$ cat config.mk
export PLATFORM = sky130hd
export DESIGN_NAME = pulse_train_sequencer
export DESIGN_NICKNAME = d
export VERILOG_FILES = /design/src/rtl/pulse_train_sequencer.sv
export SDC_FILE = /design/constraint.sdc
export NUM_CORES = 1
export LEC_CHECK = 0
export CORE_MARGIN = 2
export CORE_UTILIZATION = 23
export DETAILED_ROUTE_END_ITERATION = 8
export PLACE_DENSITY = 0.49
export SLEW_MARGIN = 20
export SYNTH_ARGS = -nofsm -noshare
export SYNTH_HDL_FRONTEND = slang
export SYNTH_SLANG_ARGS = --single-unit
$ cat constraint.sdc
create_clock -name clk -period 5.5 [get_ports clk]
set_input_delay 1.1 -clock clk [delete_from_list [all_inputs] [get_ports clk]]
set_output_delay 1.1 -clock clk [all_outputs]
set_load 0.02 [all_outputs]
$ cat src/rtl/pulse_train_sequencer.sv
// Burst sequencer for the toggling pulse-train generator: arms the generator, waits for done,
// times the synchronized echo rising edge and reports one latency result per burst.
module pulse_train_sequencer #(
    parameter int unsigned CNT_W   = 32,
    parameter int unsigned IDX_W   = 16,
    parameter int unsigned TIMEOUT = 1000000
) (
    input  logic             clk,
    input  logic             reset,
    input  logic             start,
    input  logic             abort,
    input  logic [IDX_W-1:0] num_bursts,
    input  logic [CNT_W-1:0] gap_cycles,
    input  logic             gen_done,
    input  logic             echo,
    output logic             gen_reset,
    output logic             lat_valid,
    output logic             lat_timeout,
    output logic [CNT_W-1:0] lat_data,
    output logic [IDX_W-1:0] burst_idx,
    output logic             busy,
    output logic             done
);

    localparam logic [CNT_W-1:0] TimeoutVal  = CNT_W'(TIMEOUT);
    localparam logic [CNT_W-1:0] TimeoutLast = CNT_W'(TIMEOUT - 1);

    typedef enum logic [2:0] {
        StIdle,
        StArm,
        StRun,
        StWaitEcho,
        StReport,
        StGap,
        StFin
    } state_e;

    state_e           state_q, state_d;
    logic [IDX_W-1:0] num_bursts_q, num_bursts_d;
    logic [CNT_W-1:0] gap_cycles_q, gap_cycles_d;
    logic [IDX_W-1:0] burst_idx_q, burst_idx_d;
    logic [CNT_W-1:0] lat_cnt_q, lat_cnt_d;
    logic [CNT_W-1:0] lat_data_q, lat_data_d;
    logic [CNT_W-1:0] gap_cnt_q, gap_cnt_d;
    logic             timed_out_q, timed_out_d;

    logic echo_s1_q, echo_s2_q, echo_s3_q;
    logic echo_rise;

    // Synchronizer plus delayed copy; runs in every state so that an echo that is
    // already high when WAIT_ECHO is entered never looks like a fresh edge.
    always_ff @(posedge clk) begin
        if (reset) begin
            echo_s1_q <= 1'b0;
            echo_s2_q <= 1'b0;
            echo_s3_q <= 1'b0;
        end else begin
            echo_s1_q <= echo;
            echo_s2_q <= echo_s1_q;
            echo_s3_q <= echo_s2_q;
        end
    end

    assign echo_rise = echo_s2_q & ~echo_s3_q;

    always_ff @(posedge clk) begin
        if (reset) begin
            state_q      <= StIdle;
            num_bursts_q <= '0;
            gap_cycles_q <= '0;
            burst_idx_q  <= '0;
            lat_cnt_q    <= '0;
            lat_data_q   <= '0;
            gap_cnt_q    <= '0;
            timed_out_q  <= 1'b0;
        end else begin
            state_q      <= state_d;
            num_bursts_q <= num_bursts_d;
            gap_cycles_q <= gap_cycles_d;
            burst_idx_q  <= burst_idx_d;
            lat_cnt_q    <= lat_cnt_d;
            lat_data_q   <= lat_data_d;
            gap_cnt_q    <= gap_cnt_d;
            timed_out_q  <= timed_out_d;
        end
    end

    always_comb begin
        state_d      = state_q;
        num_bursts_d = num_bursts_q;
        gap_cycles_d = gap_cycles_q;
        burst_idx_d  = burst_idx_q;
        lat_cnt_d    = lat_cnt_q;
        lat_data_d   = lat_data_q;
        gap_cnt_d    = gap_cnt_q;
        timed_out_d  = timed_out_q;

        if (abort && (state_q != StIdle)) begin
            state_d = StIdle;
        end else begin
            unique case (state_q)
                StIdle: begin
                    if (start) begin
                        num_bursts_d = num_bursts;
                        gap_cycles_d = gap_cycles;
                        burst_idx_d  = '0;
                        state_d      = (num_bursts == '0) ? StFin : StArm;
                    end
                end
                StArm: begin
                    state_d = StRun;
                end
                StRun: begin
                    if (gen_done) begin
                        lat_cnt_d = '0;
                        state_d   = StWaitEcho;
                    end
                end
                StWaitEcho: begin
                    // An edge in the final counting cycle still wins over the timeout.
                    if (echo_rise) begin
                        lat_data_d  = lat_cnt_q;
                        timed_out_d = 1'b0;
                        state_d     = StReport;
                    end else if (lat_cnt_q == TimeoutLast) begin
                        lat_data_d  = TimeoutVal;
                        timed_out_d = 1'b1;
                        state_d     = StReport;
                    end else begin
                        lat_cnt_d = lat_cnt_q + CNT_W'(1);
                    end
                end
                StReport: begin
                    if (burst_idx_q == num_bursts_q - IDX_W'(1)) begin
                        state_d = StFin;
                    end else begin
                        burst_idx_d = burst_idx_q + IDX_W'(1);
                        if (gap_cycles_q != '0) begin
                            gap_cnt_d = gap_cycles_q;
                            state_d   = StGap;
                        end else begin
                            state_d = StArm;
                        end
                    end
                end
                StGap: begin
                    if (gap_cnt_q <= CNT_W'(1)) begin
                        state_d = StArm;
                    end else begin
                        gap_cnt_d = gap_cnt_q - CNT_W'(1);
                    end
                end
                StFin: begin
                    state_d = StIdle;
                end
                default: begin
                    state_d = StIdle;
                end
            endcase
        end
    end

    // Outputs decode the registered state only; no input reaches an output combinationally.
    always_comb begin
        gen_reset   = (state_q == StIdle) || (state_q == StArm) ||
                      (state_q == StGap)  || (state_q == StFin);
        lat_valid   = (state_q == StReport) && !timed_out_q;
        lat_timeout = (state_q == StReport) && timed_out_q;
        busy        = (state_q != StIdle);
        done        = (state_q == StFin);
        lat_data    = lat_data_q;
        burst_idx   = burst_idx_q;
    end

endmodule

==> results.ini, run 1 <==
[die]
die_height_um = 193
die-area_um2 = 37100
row_count = 69
io_pins = 107
initial_core_util_pct = 23.2
core-area_um2 = 35300
fp.dieW_um = 193

[final_layout]
drive_above_1_share_pct = 5.94
final_nets = 1158
syn_to_final_growth_pct = 25.1
final_cells = 1575
seq_area_um2 = 3340
multi_input_area_um2 = 4550
fillers = 3820

[detailed_routing]
drc_errors = 0
vias = 7494
antenna_left = 0
drt_iter0_markers = 420
wire_per_inst_um = 15.3
routed_wl_mm = 24.1
drtPass1Iterations = 6
post_drt_via_cell_ratio = 4.76

[synthesis]
synthTopCellsByArea = dfxtp_1 (41%), nand2_1 (8.6%), a21oi_1 (5.7%), mux2i_1 (4.2%), nor2_1 (4.1%)
postSynthCellCount = 1028
yosysTopAreaCell = dfxtp_1
synth_warnings = 0
synth_top_area_share_pct = 40.9
avgSynthCellArea_um2 = 7.95
synth-edff-count = 0
async_flop_share_pct = 0
synth_cell_types = 74
syn_nets = 1087
ys_ff_latch = 167
yosysSeqAreaShare_pct = 40.9
synth_area_um2 = 8180
synth_ff_type = dfxtp_1

[critical_path]
startpoint_type = flip-flop
cpMaxStageDelayCell = clkdlybuf4s50_1
worstPathArrival_ns = 2.64
endpoint_kind = output port
path_cells = clkinv_1 > and3_1 > nor2_1 > clkdlybuf4s50_1
critical_path.max_stage_delay_ns = 0.64
path_max_fanout = 13
path_class = flip-flop to output port
critPathRequiredTime_ns = 4.40

[cts]
cts_hold_buf = 0
ctsResizeCount = 0
cts_sinks = 167
cts_setup_buffers = 0
clk_path_buf_depth = 2
insertion_delay_ns = 0.43
cts_tree = built
cts_root_buf = clkbuf_16
clk_pin_slew_ns = 0.06
htree_num_levels = 4
numCtsBuffers = 17

[global_route]
grt_busiest_layer = met2
grt_pass1_vias = 7196
grtUsageTotal_pct = 13.3
antenna_found_initial = 3
overflow = 0
use_met2_pct = 21.7
met1_usage_pct = 17.6
use_met3_pct = 3.20
grt_max_degree = 69
grt_pass1_wl_mm = 39.2

[sta]
finClkSkew_ns = 0.0104
fmax_ghz = 0.267
slew_viol_final = 0
tns_ns = 0
rsz0062_at_grt = false
setup_viol = 0
finalHoldViolations = 0
fin_crit_sh_pct = 68.0
tightest_slew_ns = 1.01
slew_headroom_pct = 32.8
finalCriticalPeriod_ns = 3.74

[flow_run]
max_cap_violations = 0

[power_and_ir_drop]
leakage_nw = 3.46
power_density_nw_per_um2 = 284
vdd_drop_max_mv = 0.206

[run_status]
status = completed

[placed_design]
dpl.hpwl_mm = 16.7
port_buffers = 106
place_inst = 1541
gp_congestion = 0.765

[hold_path]
worstHoldPathType = flip-flop to flip-flop

## metrics by stage
step                area [µm²]  util [%]  setup WS [ns]  hold slack, ns  power, mW
floorplan                 8180         -           2.72           0.414       1.57
global placement          9630      27.3           1.79           0.445       1.70
detailed placement        9630      27.3           1.68           0.444       1.71
CTS                      10200      29.0           1.75           0.453       2.95
global route             10200      29.0           1.57           0.475       3.04
finish                   10200      29.0           1.76           0.449       2.90
## cell usage after synthesis, drive strengths merged, types with 6 or more instances
library cell  count
buf               7
xnor2            31
and2              6
o31ai             9
nor4             30
a21oi            93
nor3             32
inv               9
or3              10
xor2             27
nand2b            9
nand4            19
o311ai            7
nand3            54
nand2           188
dfxtp           167
o41ai             7
and3             12
o21ai            44
nor2             91
o211ai            9
mux2i            34
clkbuf           55
## final timing paths
check	from	to	slack [ns]	depth (start not counted)
setup / recovery	state_q[0]	gen_reset	1.76	4
hold reg to reg	lat_data[3]	lat_data[3]	0.45	2
setup reg to reg	num_bursts_q[0]	gap_cnt_q[6]	1.84	11
hold / removal	lat_data[3]	lat_data[3]	0.45	2
## power by group
part	internal [mW]	switching, mW	leakage (nW)	total, mW
logic	0.157	0.219	1.81	0.376
registers	1.25	0.0497	1.35	1.30
clock network	0.729	0.498	0.293	1.23
## flip-flops by register name, summed over array words and instances, names as in the netlist
name,flops
burst_idx,16
echo_s1_q,1
echo_s2_q,1
echo_s3_q,1
gap_cnt_q,32
gap_cycles_q,32
lat_cnt_q,32
lat_data,32
num_bursts_q,16
state_q,3
timed_out_q,1
## cells in the final DEF (no fill, tap or decap), types with 6 or more instances in the layout
master / instances
clkbuf_16: 17
o21ai_0: 19
nand4_1: 19
nor3_1: 29
o21ai_1: 25
mux2i_1: 34
nand2_1: 187
nand2b_1: 9
or3_1: 8
nor2_1: 89
o41ai_1: 6
clkdlybuf4s50_1: 105
xor2_1: 27
nor4_1: 29
o31ai_1: 9
nand3_1: 52
and3_1: 12
xnor2_1: 31
o311ai_0: 7
a21oi_1: 93
buf_4: 9
dfxtp_1: 167
inv_1: 9
o211ai_1: 9
and2_1: 6
## cells by family (layout without fill, tap and decap cells)
| kind of cell | after synthesis | count (layout) | share of synthesized area, % |
|---|---|---|---|
| AO/OA/AOI/OAI | 206 | 206 | 15.6 |
| XOR/XNOR | 58 | 58 | 6.21 |
| adder cells (fa/ha/maj) | 5 | 5 | 0.765 |
| buffers and inverters | 72 | 156 | 3.70 |
| flip-flops | 167 | 167 | 40.9 |
| multiplexers | 34 | 34 | 4.16 |
| other | 0 | 2 | 0 |
| AND/OR/NAND/NOR | 486 | 486 | 28.7 |
## routing by layer
layer / up-vias / wire length (µm)
met5: - / 13
met4: 2 / 272
met3: 18 / 1120
met2: 136 / 11100
met1: 3532 / 11600
li1: 3806 / -
## critical path: cells and delay by family, from the launching register on
family | cells | cell delay, ns
buffers and inverters | 2 | 1.05
and+or+nand+nor | 2 | 0.56
DFF | 1 | 0.60
## area by class of cell
class                           instances  area share, %
Antenna cell                            2         0.0489
Clock buffer                           25           4.94
Clock inverter                          7          0.893
Inverter                               10          0.367
Multi-Input combinational cell        789           44.5
Sequential cell                       167           32.7
Tap cell                              461           5.64
Timing Repair Buffer                  114           10.9
No activity file was read; power rests on OpenSTA's default activity.
==> inputs of run 2 (changes only) <==
==> constraint.sdc (replaced) <==
create_clock -name clk -period 3.55 [get_ports clk]
set_input_delay 0.71 -clock clk [delete_from_list [all_inputs] [get_ports clk]]
set_output_delay 0.71 -clock clk [all_outputs]
set_load 0.02 [all_outputs]
==> run 2 against run 1 <==
  * Critical endpoint is now gap_cnt_q[18]
  * Power up 53%
  * Largest power group unchanged
  * Core utilization grew 0.34 points
  * Global-route usage hardly changed
  * Critical path type is now flip-flop to flip-flop
  * Via count is 0.16% higher
  * Largest cell class unchanged
  * Sequential power up 55%
  * Count of clock-buffer cells in the layout did not move
  * Critical path depth rose by 7
  * Register-to-register slack worse by 1.6 ns
==> results.ini, run 2 (synthesized netlist as in run 1, its figures left out) <==
[run_status]
status = completed

[critical_path]
path_max_fanout = 22
r2r_cells = 11
cp_top_family = compound AO/OA/AOI/OAI gates
cpMaxStageDelayCell = a21boi_4
worstPathArrival_ns = 3.63
path_class = flip-flop to flip-flop
endpoint_kind = flip-flop
critPathRequiredTime_ns = 3.85
cp_num_cells = 11
path_cells = inv_1 > ha_1 > nor3b_2 > and4_1 > and2_1 > o311a_1 > o2111a_1 > a21boi_4 > buf_6 > mux2i_1 > o21ai_1
critical_path.max_stage_delay_ns = 0.78
startpoint_type = flip-flop
crit_buf_inv = 2

[sta]
setup_ws_ns = 0.223
tightest_slew_ns = 0.983
finalHoldViolations = 0
rsz0062_at_grt = false
finalCriticalPeriod_ns = 3.33
fmax_ghz = 0.301
fin_crit_sh_pct = 93.7
finClkSkew_ns = 0.0102
setup_viol = 0
slew_headroom_pct = 34.3
tns_ns = 0
slew_viol_final = 0

[cts]
clk_pin_slew_ns = 0.07
numCtsBuffers = 17
insertion_delay_ns = 0.43
cts_root_buf = clkbuf_16
ctsResizeCount = 0
cts_hold_buf = 0
clk_path_buf_depth = 2
cts_setup_buffers = 0
htree_num_levels = 4
cts_tree = built
cts_sinks = 167

[detailed_routing]
drc_errors = 0
post_drt_via_cell_ratio = 4.71
wire_per_inst_um = 15.2
vias = 7506
antenna_left = 0
routed_wl_mm = 24.3
drt_iter0_markers = 379
drtPass1Iterations = 5

[global_route]
grtUsageTotal_pct = 13.3
grt_busiest_layer = met2
grt_max_degree = 67
grt_pass1_vias = 7192
use_met2_pct = 21.7
overflow = 0
met1_usage_pct = 17.4
grt_pass1_wl_mm = 38.8
antenna_found_initial = 2
use_met3_pct = 3.31

[die]
die_height_um = 193
fp.dieW_um = 193
io_pins = 107
row_count = 69
core-area_um2 = 35300
die-area_um2 = 37100
initial_core_util_pct = 23.2

[final_layout]
layout_commonest_cell = nand2_1
fin_util_pct = 29.3
layout_common_cells = nand2_1 (187), dfxtp_1 (167), clkdlybuf4s50_1 (105)
drive_above_1_share_pct = 7.42
final_cells = 1595
final_nets = 1178
syn_to_final_growth_pct = 26.6

[hold_path]
hold_depth = 1
worstHoldPathType = flip-flop to flip-flop

[power_and_ir_drop]
p_total_mw = 4.43
power_density_nw_per_um2 = 428
vdd_drop_max_mv = 0.339
leakage_nw = 3.53

[placed_design]
place_inst = 1561
pre_cts_ws_ns = 0.141
port_buffers = 106
dpl.hpwl_mm = 17.3
gp_congestion = 0.790

[flow_run]
max_cap_violations = 0

run 2: layer usage:
layer	up-vias	share of wire, %
li1	3841	-
met1	3550	49
met2	98	46
met3	17	4.1
met4	0	1.1
met5	-	0
run 2: power breakdown:
group / leakage, nW / internal, mW / total (mW) / switching [mW]
registers: 1.35 / 1.94 / 2.01 / 0.0701
clock network: 0.273 / 1.04 / 1.81 / 0.772
logic: 1.91 / 0.269 / 0.616 / 0.347
run 2: stage by stage:
stage | instance area [µm²] | hold WS, ns
after detailed placement | 9780 | 0.435
after global placement | 9780 | 0.432
final | 10300 | 0.445
after CTS | 10300 | 0.449
after global routing | 10300 | 0.476
after floorplan | 8180 | 0.414
run 2: final timing paths:
kind,from,to,slack [ns]
setup / recovery,num_bursts_q[0],gap_cnt_q[18],0.22
hold / removal,echo_s1_q,echo_s2_q,0.44
setup reg to reg,num_bursts_q[0],gap_cnt_q[18],0.22
hold reg to reg,echo_s1_q,echo_s2_q,0.44
run 2: final cells by class:
| type | instances | area (µm²) |
|---|---|---|
| fillers | 3796 | 25000 |
| multi-input cells | 789 | 4550 |
| flip-flops and latches | 167 | 3340 |
| repair buffers | 134 | 1270 |
| well taps | 461 | 577 |
| clock buffers | 25 | 495 |
| clock inverters | 7 | 68.8 |
| inverters | 10 | 37.5 |
| diodes | 2 | 5.00 |
